<file path="src/rtl/uart_rx_os16.sv">
// ----------------------------------------------------------------------------
// uart_rx_os16 -- oversampling UART receiver
//
// Recovers bytes from an asynchronous serial line. The line is resynchronised
// and then sampled OVER_SAMPLE times per bit. A start bit is accepted only if
// it is still low at tick MID_SAMPLE. Each data, parity and stop bit is then
// sampled one bit time later, which places every sample at its bit centre.
// The receiver returns to IDLE at the stop-bit midpoint, so a start edge that
// follows with no idle gap is still caught.
//
// Optional feature macro: UART_RX_PARITY_EN
//   If defined, one even-parity bit follows the data bits. A parity mismatch
//   raises o_frame_err in place of o_rx_done.
//   If undefined, frames are 8N1 and no parity logic is built.
//
// Ports:
//   i_clk        system clock
//   i_rst_n      asynchronous active-low reset
//   i_rx_en      receive enable; 0 aborts any frame in progress
//   i_rx         serial line, idle high, asynchronous to i_clk
//   o_data       last correctly framed byte
//   o_rx_done    one-cycle pulse when o_data updates
//   o_frame_err  one-cycle pulse on a low stop bit (or a parity mismatch)
// ----------------------------------------------------------------------------
module uart_rx_os16 #(
    parameter int SIZE_DATA   = 8,
    parameter int OVER_SAMPLE = 16,
    parameter int MID_SAMPLE  = 8,
    parameter int DIV_SAMPLE  = 326
) (
    input  logic                 i_clk,
    input  logic                 i_rst_n,
    input  logic                 i_rx_en,
    input  logic                 i_rx,
    output logic [SIZE_DATA-1:0] o_data,
    output logic                 o_rx_done,
    output logic                 o_frame_err
);

    localparam int DIV_W = (DIV_SAMPLE  > 1) ? $clog2(DIV_SAMPLE)  : 1;
    localparam int OS_W  = (OVER_SAMPLE > 1) ? $clog2(OVER_SAMPLE) : 1;
    localparam int BIT_W = (SIZE_DATA   > 1) ? $clog2(SIZE_DATA)   : 1;

    localparam logic [DIV_W-1:0] DIV_LAST = DIV_W'(DIV_SAMPLE - 1);
    localparam logic [OS_W-1:0]  OS_LAST  = OS_W'(OVER_SAMPLE - 1);
    localparam logic [OS_W-1:0]  OS_MID   = OS_W'(MID_SAMPLE - 1);
    localparam logic [BIT_W-1:0] BIT_LAST = BIT_W'(SIZE_DATA - 1);

    typedef enum logic [2:0] {
        S_IDLE,
        S_START,
        S_DATA,
`ifdef UART_RX_PARITY_EN
        S_PARITY,
`endif
        S_STOP,
        S_WAIT_IDLE
    } state_e;

    state_e               state_q;
    logic [1:0]           sync_q;
    logic [DIV_W-1:0]     div_cnt_q, div_cnt_d;
    logic [OS_W-1:0]      os_cnt_q;
    logic [BIT_W-1:0]     bit_cnt_q;
    logic [SIZE_DATA-1:0] shift_q;
    logic [SIZE_DATA-1:0] data_q;
    logic                 rx_done_q;
    logic                 frame_err_q;
`ifdef UART_RX_PARITY_EN
    logic                 par_err_q;
`endif
    logic                 rx_s;
    logic                 tick;
    logic                 bit_tick;

    // Two-flop synchroniser. Both flops reset to the idle level, so the
    // release of reset never looks like a start edge.
    always_ff @(posedge i_clk or negedge i_rst_n) begin
        if (!i_rst_n) begin
            sync_q <= 2'b11;
        end else begin
            // NOTE: non-blocking assignment lets each flop capture the value
            // its neighbour held before this edge. Blocking assignment would
            // collapse the chain into one stage.
            sync_q <= {sync_q[0], i_rx};
        end
    end

    assign rx_s     = sync_q[1];
    assign tick     = (div_cnt_q == DIV_LAST);
    // One full bit time has elapsed since the previous bit-centre sample.
    assign bit_tick = tick && (os_cnt_q == OS_LAST);

    // Sample-tick divider. It is held at zero while no frame is in progress,
    // so the k-th tick after a detect falls exactly k*DIV_SAMPLE cycles later.
    always_comb begin
        // NOTE: a default assignment on every path keeps this block purely
        // combinational. Without it, a missed branch would infer a latch.
        div_cnt_d = div_cnt_q + 1'b1;
        if (state_q == S_IDLE || state_q == S_WAIT_IDLE || !i_rx_en || tick) begin
            div_cnt_d = '0;
        end
    end

    always_ff @(posedge i_clk or negedge i_rst_n) begin
        if (!i_rst_n) begin
            div_cnt_q <= '0;
        end else begin
            div_cnt_q <= div_cnt_d;
        end
    end

    // Receive FSM with registered outputs.
    always_ff @(posedge i_clk or negedge i_rst_n) begin
        if (!i_rst_n) begin
            state_q     <= S_IDLE;
            os_cnt_q    <= '0;
            bit_cnt_q   <= '0;
            // NOTE: the shift register is reset along with the control state.
            // No code path ever exposes it before it is refilled, but a
            // defined value keeps simulation free of X after reset.
            shift_q     <= '0;
            data_q      <= '0;
            rx_done_q   <= 1'b0;
            frame_err_q <= 1'b0;
`ifdef UART_RX_PARITY_EN
            par_err_q   <= 1'b0;
`endif
        end else begin
            rx_done_q   <= 1'b0;
            frame_err_q <= 1'b0;

            if (state_q != S_IDLE && !i_rx_en) begin
                // Abort silently; o_data keeps its last good byte.
                state_q <= S_IDLE;
            end else begin
                case (state_q)
                    S_IDLE: begin
                        if (i_rx_en && !rx_s) begin
                            state_q   <= S_START;
                            os_cnt_q  <= '0;
                            bit_cnt_q <= '0;
                        end
                    end

                    S_START: begin
                        if (tick) begin
                            if (os_cnt_q == OS_MID) begin
                                os_cnt_q <= '0;
                                // Still high at the midpoint means it was a glitch.
                                state_q  <= rx_s ? S_IDLE : S_DATA;
                            end else begin
                                os_cnt_q <= os_cnt_q + 1'b1;
                            end
                        end
                    end

                    S_DATA: begin
                        if (tick) begin
                            os_cnt_q <= os_cnt_q + 1'b1;
                        end
                        if (bit_tick) begin
                            os_cnt_q <= '0;
                            // The LSB arrives first. Shifting right places it
                            // at bit 0 once all bits are in.
                            shift_q  <= {rx_s, shift_q[SIZE_DATA-1:1]};
                            if (bit_cnt_q == BIT_LAST) begin
                                bit_cnt_q <= '0;
`ifdef UART_RX_PARITY_EN
                                state_q   <= S_PARITY;
`else
                                state_q   <= S_STOP;
`endif
                            end else begin
                                bit_cnt_q <= bit_cnt_q + 1'b1;
                            end
                        end
                    end

`ifdef UART_RX_PARITY_EN
                    S_PARITY: begin
                        if (tick) begin
                            os_cnt_q <= os_cnt_q + 1'b1;
                        end
                        if (bit_tick) begin
                            os_cnt_q  <= '0;
                            // Even parity: data bits plus the parity bit XOR to 0.
                            par_err_q <= rx_s ^ (^shift_q);
                            state_q   <= S_STOP;
                        end
                    end
`endif

                    S_STOP: begin
                        if (tick) begin
                            os_cnt_q <= os_cnt_q + 1'b1;
                        end
                        if (bit_tick) begin
                            os_cnt_q <= '0;
                            if (rx_s) begin
`ifdef UART_RX_PARITY_EN
                                if (par_err_q) begin
                                    frame_err_q <= 1'b1;
                                end else begin
                                    data_q    <= shift_q;
                                    rx_done_q <= 1'b1;
                                end
`else
                                data_q    <= shift_q;
                                rx_done_q <= 1'b1;
`endif
                                state_q <= S_IDLE;
                            end else begin
                                // A low stop bit may be a break. Wait for the
                                // line to idle so the break is not decoded as
                                // a run of 0x00 frames.
                                frame_err_q <= 1'b1;
                                state_q     <= S_WAIT_IDLE;
                            end
                        end
                    end

                    S_WAIT_IDLE: begin
                        if (rx_s) begin
                            state_q <= S_IDLE;
                        end
                    end

                    default: state_q <= S_IDLE;
                endcase
            end
        end
    end

    assign o_data      = data_q;
    assign o_rx_done   = rx_done_q;
    assign o_frame_err = frame_err_q;

endmodule

</file>
<file path="config.mk">
export PLATFORM = sky130hd
export DESIGN_NAME = uart_rx_os16
export DESIGN_NICKNAME = d
export VERILOG_FILES = /design/src/rtl/uart_rx_os16.sv
export SDC_FILE = /design/constraint.sdc
export NUM_CORES = 1
export LEC_CHECK = 0
export BUFFER_PORTS_ARGS = -buffer_cell sky130_fd_sc_hd__buf_4
export CAP_MARGIN = 20
export CORE_MARGIN = 2
export CORE_UTILIZATION = 55
export CTS_CLUSTER_SIZE = 28
export DETAILED_ROUTE_END_ITERATION = 7
export GPL_TIMING_DRIVEN = 0
export PLACE_DENSITY = 0.74
export SLEW_MARGIN = 20
export SYNTH_ARGS = -nofsm -noshare
export SYNTH_HDL_FRONTEND = slang
export SYNTH_SLANG_ARGS = --single-unit
</file>
<file path="constraint.sdc">
create_clock -name i_clk -period 2.4 [get_ports i_clk]
set_input_delay 0.24 -clock i_clk [delete_from_list [all_inputs] [get_ports i_clk]]
set_output_delay 0.24 -clock i_clk [all_outputs]
set_load 0.01 [all_outputs]
</file>
* Word-level counts from Yosys, hierarchy flattened
Cells that the tools add are included.
** Storage, ports and cells
- Bits in registers :: 39
- Input port bits :: 4
- Word-level logic and storage cells :: 80
** Cells by class
- $add $sub $neg :: 3
- Eq/ne operators :: 19
- Muxes and demuxes :: 30
- Bitwise logic cells :: 1
- Reduce and logical (&&, ||, !) cells :: 18
** Operators by type and width (number)
- 3-bit two-way mux :: 12
- 4-bit two-way mux :: 5
- 3-bit inequality test (second input constant) :: 5
- 3-bit one-hot mux with 5 select lines :: 1
- 4-bit one-hot mux with 3 select lines :: 1
- 9-bit by 1-bit adder with 9-bit output (second input constant) :: 1
- 9-bit == test (second input constant) :: 1
- 9-bit two-way mux :: 1
- 1-bit two-way mux :: 8
- 4-bit AND reduction :: 2
- 7-bit AND reduction :: 1
- 3-bit by 2-bit == test with 1-bit output (second input constant) :: 2
- 3-bit == test (second input constant) :: 2
- 3-bit by 1-bit inequality test with 1-bit output (second input constant) :: 2
- 3-bit one-hot mux with 2 select lines :: 1
- 3-bit nonzero test :: 2
- 5-bit AND reduction :: 1
- 4-bit by 1-bit adder with 4-bit output (second input constant) :: 1
- 4-bit by 3-bit == test with 1-bit output (second input constant) :: 1
- 4-bit == test (second input constant) :: 1
- 2-bit inequality test (second input constant) :: 2
- 3-bit by 1-bit adder with 3-bit output (second input constant) :: 1
- 3-bit by 1-bit == test with 1-bit output (second input constant) :: 1
- 1-bit logical AND :: 3
- 10 further kinds :: 13

* Logic depth before layout (Yosys ltp)
- Depth in word-level cells :: 5
- Gate-level depth with buffers :: 8

* Worst setup path after synthesis
OpenSTA, ideal clock, no wires.
- Kind :: register -> register
- Start point :: register div_cnt_q[3]
- End point :: register data_q[0] (netlist: o_data[0])
- Arrival time :: 2.015 ns
- Required time :: 2.275 ns
- Slack :: 0.261 ns
- Cell stages (with the launch flop) :: 5
- Path through :: dfrtp_1 or4b_4 or4_4 nor2_8 mux2_2
** Between the ends
- Cells in the longest elaborated chain, start to end :: 3
** Ends and longest elaborated chain
- from (decl) :: line 62 : logic [DIV_W-1:0] div_cnt_q, div_cnt_d;
- from (signal assigned) :: line 109 : div_cnt_q <= div_cnt_d;
- 9-bit == test :: line 90 : assign tick = (div_cnt_q == DIV_LAST);
- 1-bit logical AND :: line 92 : assign bit_tick = tick && (os_cnt_q == OS_LAST);
- 4-bit AND reduction (no line)
- to (signal assigned) :: line 209 : data_q <= shift_q;
- to (decl) :: line 66 : logic [SIZE_DATA-1:0] data_q;
Every way passes these cells.
A chain may end at the register's enable or synchronous reset.

* Worst setup path in the final report
- Start point :: register div_cnt_q[3]
- End point :: register data_q[4] (netlist: o_data[4])
Same word-level chain as after synthesis.

==> implementation parameters <==
Parameter                              Value

Outcome
  Status    completed

Synthesis
  Post-Synthesis Mean Instance Area    11.7 um2
  Post-Syn Instances    152
  Number of flops mapped to enable cells by yosys    0
  Post-synthesis net count    161
  Most frequently used flop master after synthesis    sky130_fd_sc_hd__dfrtp_1
  Cell with the most instances after synthesis    sky130_fd_sc_hd__dfrtp_1
  Post-synthesis cell area    1770 um2
  Leading cell types by count after synthesis    sky130_fd_sc_hd__dfrtp_1 (37), sky130_fd_sc_hd__mux2_2 (18), sky130_fd_sc_hd__nor2_1 (18), sky130_fd_sc_hd__nand2_1 (10), sky130_fd_sc_hd__xor2_1 (7)
  Total of warnings raised by yosys    0
  Flop and latch count out of synthesis    39
  Post-synth top area cell    sky130_fd_sc_hd__dfrtp_1
  Top cells by area, synth    sky130_fd_sc_hd__dfrtp_1 (52%), sky130_fd_sc_hd__mux2_2 (11%), sky130_fd_sc_hd__nor2_1 (3.8%), sky130_fd_sc_hd__ha_1 (3.5%), sky130_fd_sc_hd__xor2_1 (3.5%)
  Fraction of registers with async set/reset    1.00
  Area share of the leading cell type in the synthesized netlist    0.523
  Unique cell type count in the Yosys netlist    37
  Part of the Yosys area used for sequential elements    0.552

Job
  Max-Cap Viols    0

Worst setup path
  Kind of critical path    register to register
  Kind of launch point of the worst setup path    register
  Type of element capturing the critical path    register
  Data required time at the worst endpoint    2.65 ns
  CP Max Fanout    8
  CP arrival    2.51 ns

CTS
  Deepest level of the CTS H-tree    2
  Worst-case clock buffer depth    2
  Worst skew pair latency    0.36 ns
  CTS tree    done
  Sinks on Clock Net    39
  Clock buffer count from CTS    5
  Clock slew seen by the registers of the worst setup and hold paths    0.13 ns
  Clk Tree Root Cell    sky130_fd_sc_hd__clkbuf_4

GRT
  Antenna violations before repair    0
  Congestion Overflow GR    0
  Global router's overall resource usage    0.192
  Vias in the first global route    1,137
  Global-route wire length before repair    5010 um
  Pin count of the biggest net entering global routing    40

Timing
  Worst clock skew on the final layout    0.0129 ns
  Actual slew at the worst max-slew pin    0.596 ns
  Crit path time final    2.26 ns
  Final Max Slew Viols    0
  Setup TNS after final layout    0 ns
  RSZ-0062 raised after global routing    false
  Peak clock frequency supported by timing    442 MHz
  Final worst-path cycle share    0.943
  Final setup violation count    0
  Count of endpoints failing hold in the final timing report    0
  Max-slew headroom at the worst pin    0.593

Route
  DRC violation total after the first TritonRoute iteration    32
  Detail-routed via count per cell    5.42
  Routed via count    1,186
  DRC Markers    0
  Wirelength per Cell    13.3 um
  Total wire length after detailed routing    2910 um
  Number of antenna-violating nets in the routed design    0
  Detailed Routing Iterations Pass 1    4

Final layout
  Post-layout nets    183
  Fraction of final layout cells with drive strength greater than 1    0.280
  Area Growth Syn to Fin    13.6%
  Inserted Diodes    0

Power and ir drop
  Cell leakage power    0.969 nW
  Maximum resistive drop on vdd    0.410 mV
  Power per standard cell area    547 nW/um2
  Design Power    0.00110 W

Placement
  Final weighted congestion in routability-driven placement    0.793
  Final HPWL DP    2080 um
  Port bufs    13

Worst hold path
  Hold Crit Class    input pin to register

Floorplanning
  X dimension of the die    60.8 um
  Floorplan row count    20
  Die extent in y    60.8 um
  Core Area    3050 um2
  Number of top-level design ports    14
  Overall die area    3690 um2
  Initial core utilization    0.580
==> per-stage QoR <==
stage / cells / instance area [um2] / hold WS [ns] / utilization / setup WS [ns]
after detailed placement: 209 / 1920 / 0.235 / 0.630 / 0.159
after global placement: 209 / 1920 / 0.226 / 0.630 / 0.173
after CTS: 219 / 2010 / 0.175 / 0.659 / 0.132
final: 219 / 2010 / 0.191 / 0.659 / 0.136
after floorplan: 152 / 1770 / -0.0556 / - / 0.261
after global routing: 219 / 2010 / 0.186 / 0.659 / 0.0825
==> registers in the layout (all words and copies together) (netlist names) <==
signal,cells
os_cnt_q,4
sync_q,2
shift_q,8
bit_cnt_q,3
o_rx_done,1
o_frame_err,1
state_q,3
div_cnt_q,9
o_data,8
==> critical path: stages (launching register included) <==
cell                      delay [ns]
sky130_fd_sc_hd__dfrtp_1        0.44
sky130_fd_sc_hd__or4b_4         0.59
sky130_fd_sc_hd__or4_4          0.59
sky130_fd_sc_hd__nor2_8         0.18
sky130_fd_sc_hd__mux2_2         0.35
==> placed cells by master (no fill, tap or decap), types with 3 or more instances in the layout <==
master	count
sky130_fd_sc_hd__inv_1	5
sky130_fd_sc_hd__a21oi_1	5
sky130_fd_sc_hd__nor2_1	18
sky130_fd_sc_hd__nor4_1	3
sky130_fd_sc_hd__nor3_1	4
sky130_fd_sc_hd__ha_1	5
sky130_fd_sc_hd__dfrtp_1	37
sky130_fd_sc_hd__buf_4	14
sky130_fd_sc_hd__xor2_1	7
sky130_fd_sc_hd__nand2b_1	4
sky130_fd_sc_hd__o21ai_0	4
sky130_fd_sc_hd__nand2_1	10
sky130_fd_sc_hd__nand3_1	5
sky130_fd_sc_hd__clkbuf_4	5
sky130_fd_sc_hd__mux2_2	18
==> cell type report <==
type                    instances  area (um2)
well taps                      44        55.1
clock inverters                 2        16.3
inverters                       5        18.8
fillers                       246        1040
multi-input cells             106         762
flip-flops and latches         39         978
repair buffers                 15         118
plain buffers                   2        12.5
clock buffers                   6        51.3
==> timing repair <==
item / 4_1_cts / 5_1_grt
hold endpoints to repair: 38 / 0
hold buffers: 2 / 0
setup endpoints to repair: 0 / 0
gates resized for setup: 0 / 0
setup buffers: 0 / 0
==> logic make-up (layout without fill, tap and decap cells) <==
group	after synthesis	in the layout	synth area share
flops	39	39	0.552
xor+xnor	8	8	0.0395
fa+ha+maj	5	5	0.0353
compound gates	13	13	0.0431
buf+inv	7	30	0.0177
mux	19	19	0.120
simple gates	61	61	0.192
==> where the power goes <==
group	internal, W	switching (W)	leakage, nW	total, W
combinational	0.0000183	0.0000353	0.400	0.0000536
clock	0.000144	0.000221	0.0345	0.000366
sequential	0.000668	0.0000121	0.535	0.000681
total	0.000831	0.000269	0.969	0.00110
==> path summary, 6_finish.rpt <==
path	startpoint	endpoint	slack, ns	cells past startpoint
min reg2reg	sync_q[0]$_DFF_PN1_	sync_q[1]$_DFF_PN1_	0.36	0
max in group asynchronous	i_rst_n	sync_q[0]$_DFF_PN1_	1.66	2
max	div_cnt_q[3]$_DFF_PN0_	o_data[4]$_DFFE_PN0P_	0.14	4
min	i_rx_en	o_frame_err$_DFF_PN0_	0.19	3
max reg2reg	div_cnt_q[3]$_DFF_PN0_	o_data[4]$_DFFE_PN0P_	0.14	4
min in group asynchronous	i_rst_n	os_cnt_q[2]$_DFFE_PN0P_	0.37	2
==> routing by layer <==
| metal | wire length (um) | track usage | vias up |
|---|---|---|---|
| met5 | 0 | 0 | - |
| met2 | 1370 | 0.289 | 28 |
| met1 | 1340 | 0.250 | 569 |
| li1 | - | - | 580 |
| met3 | 116 | 0.0533 | 9 |
| met4 | 85 | 0.112 | 0 |
No activity file was read; power rests on OpenSTA's default activity.
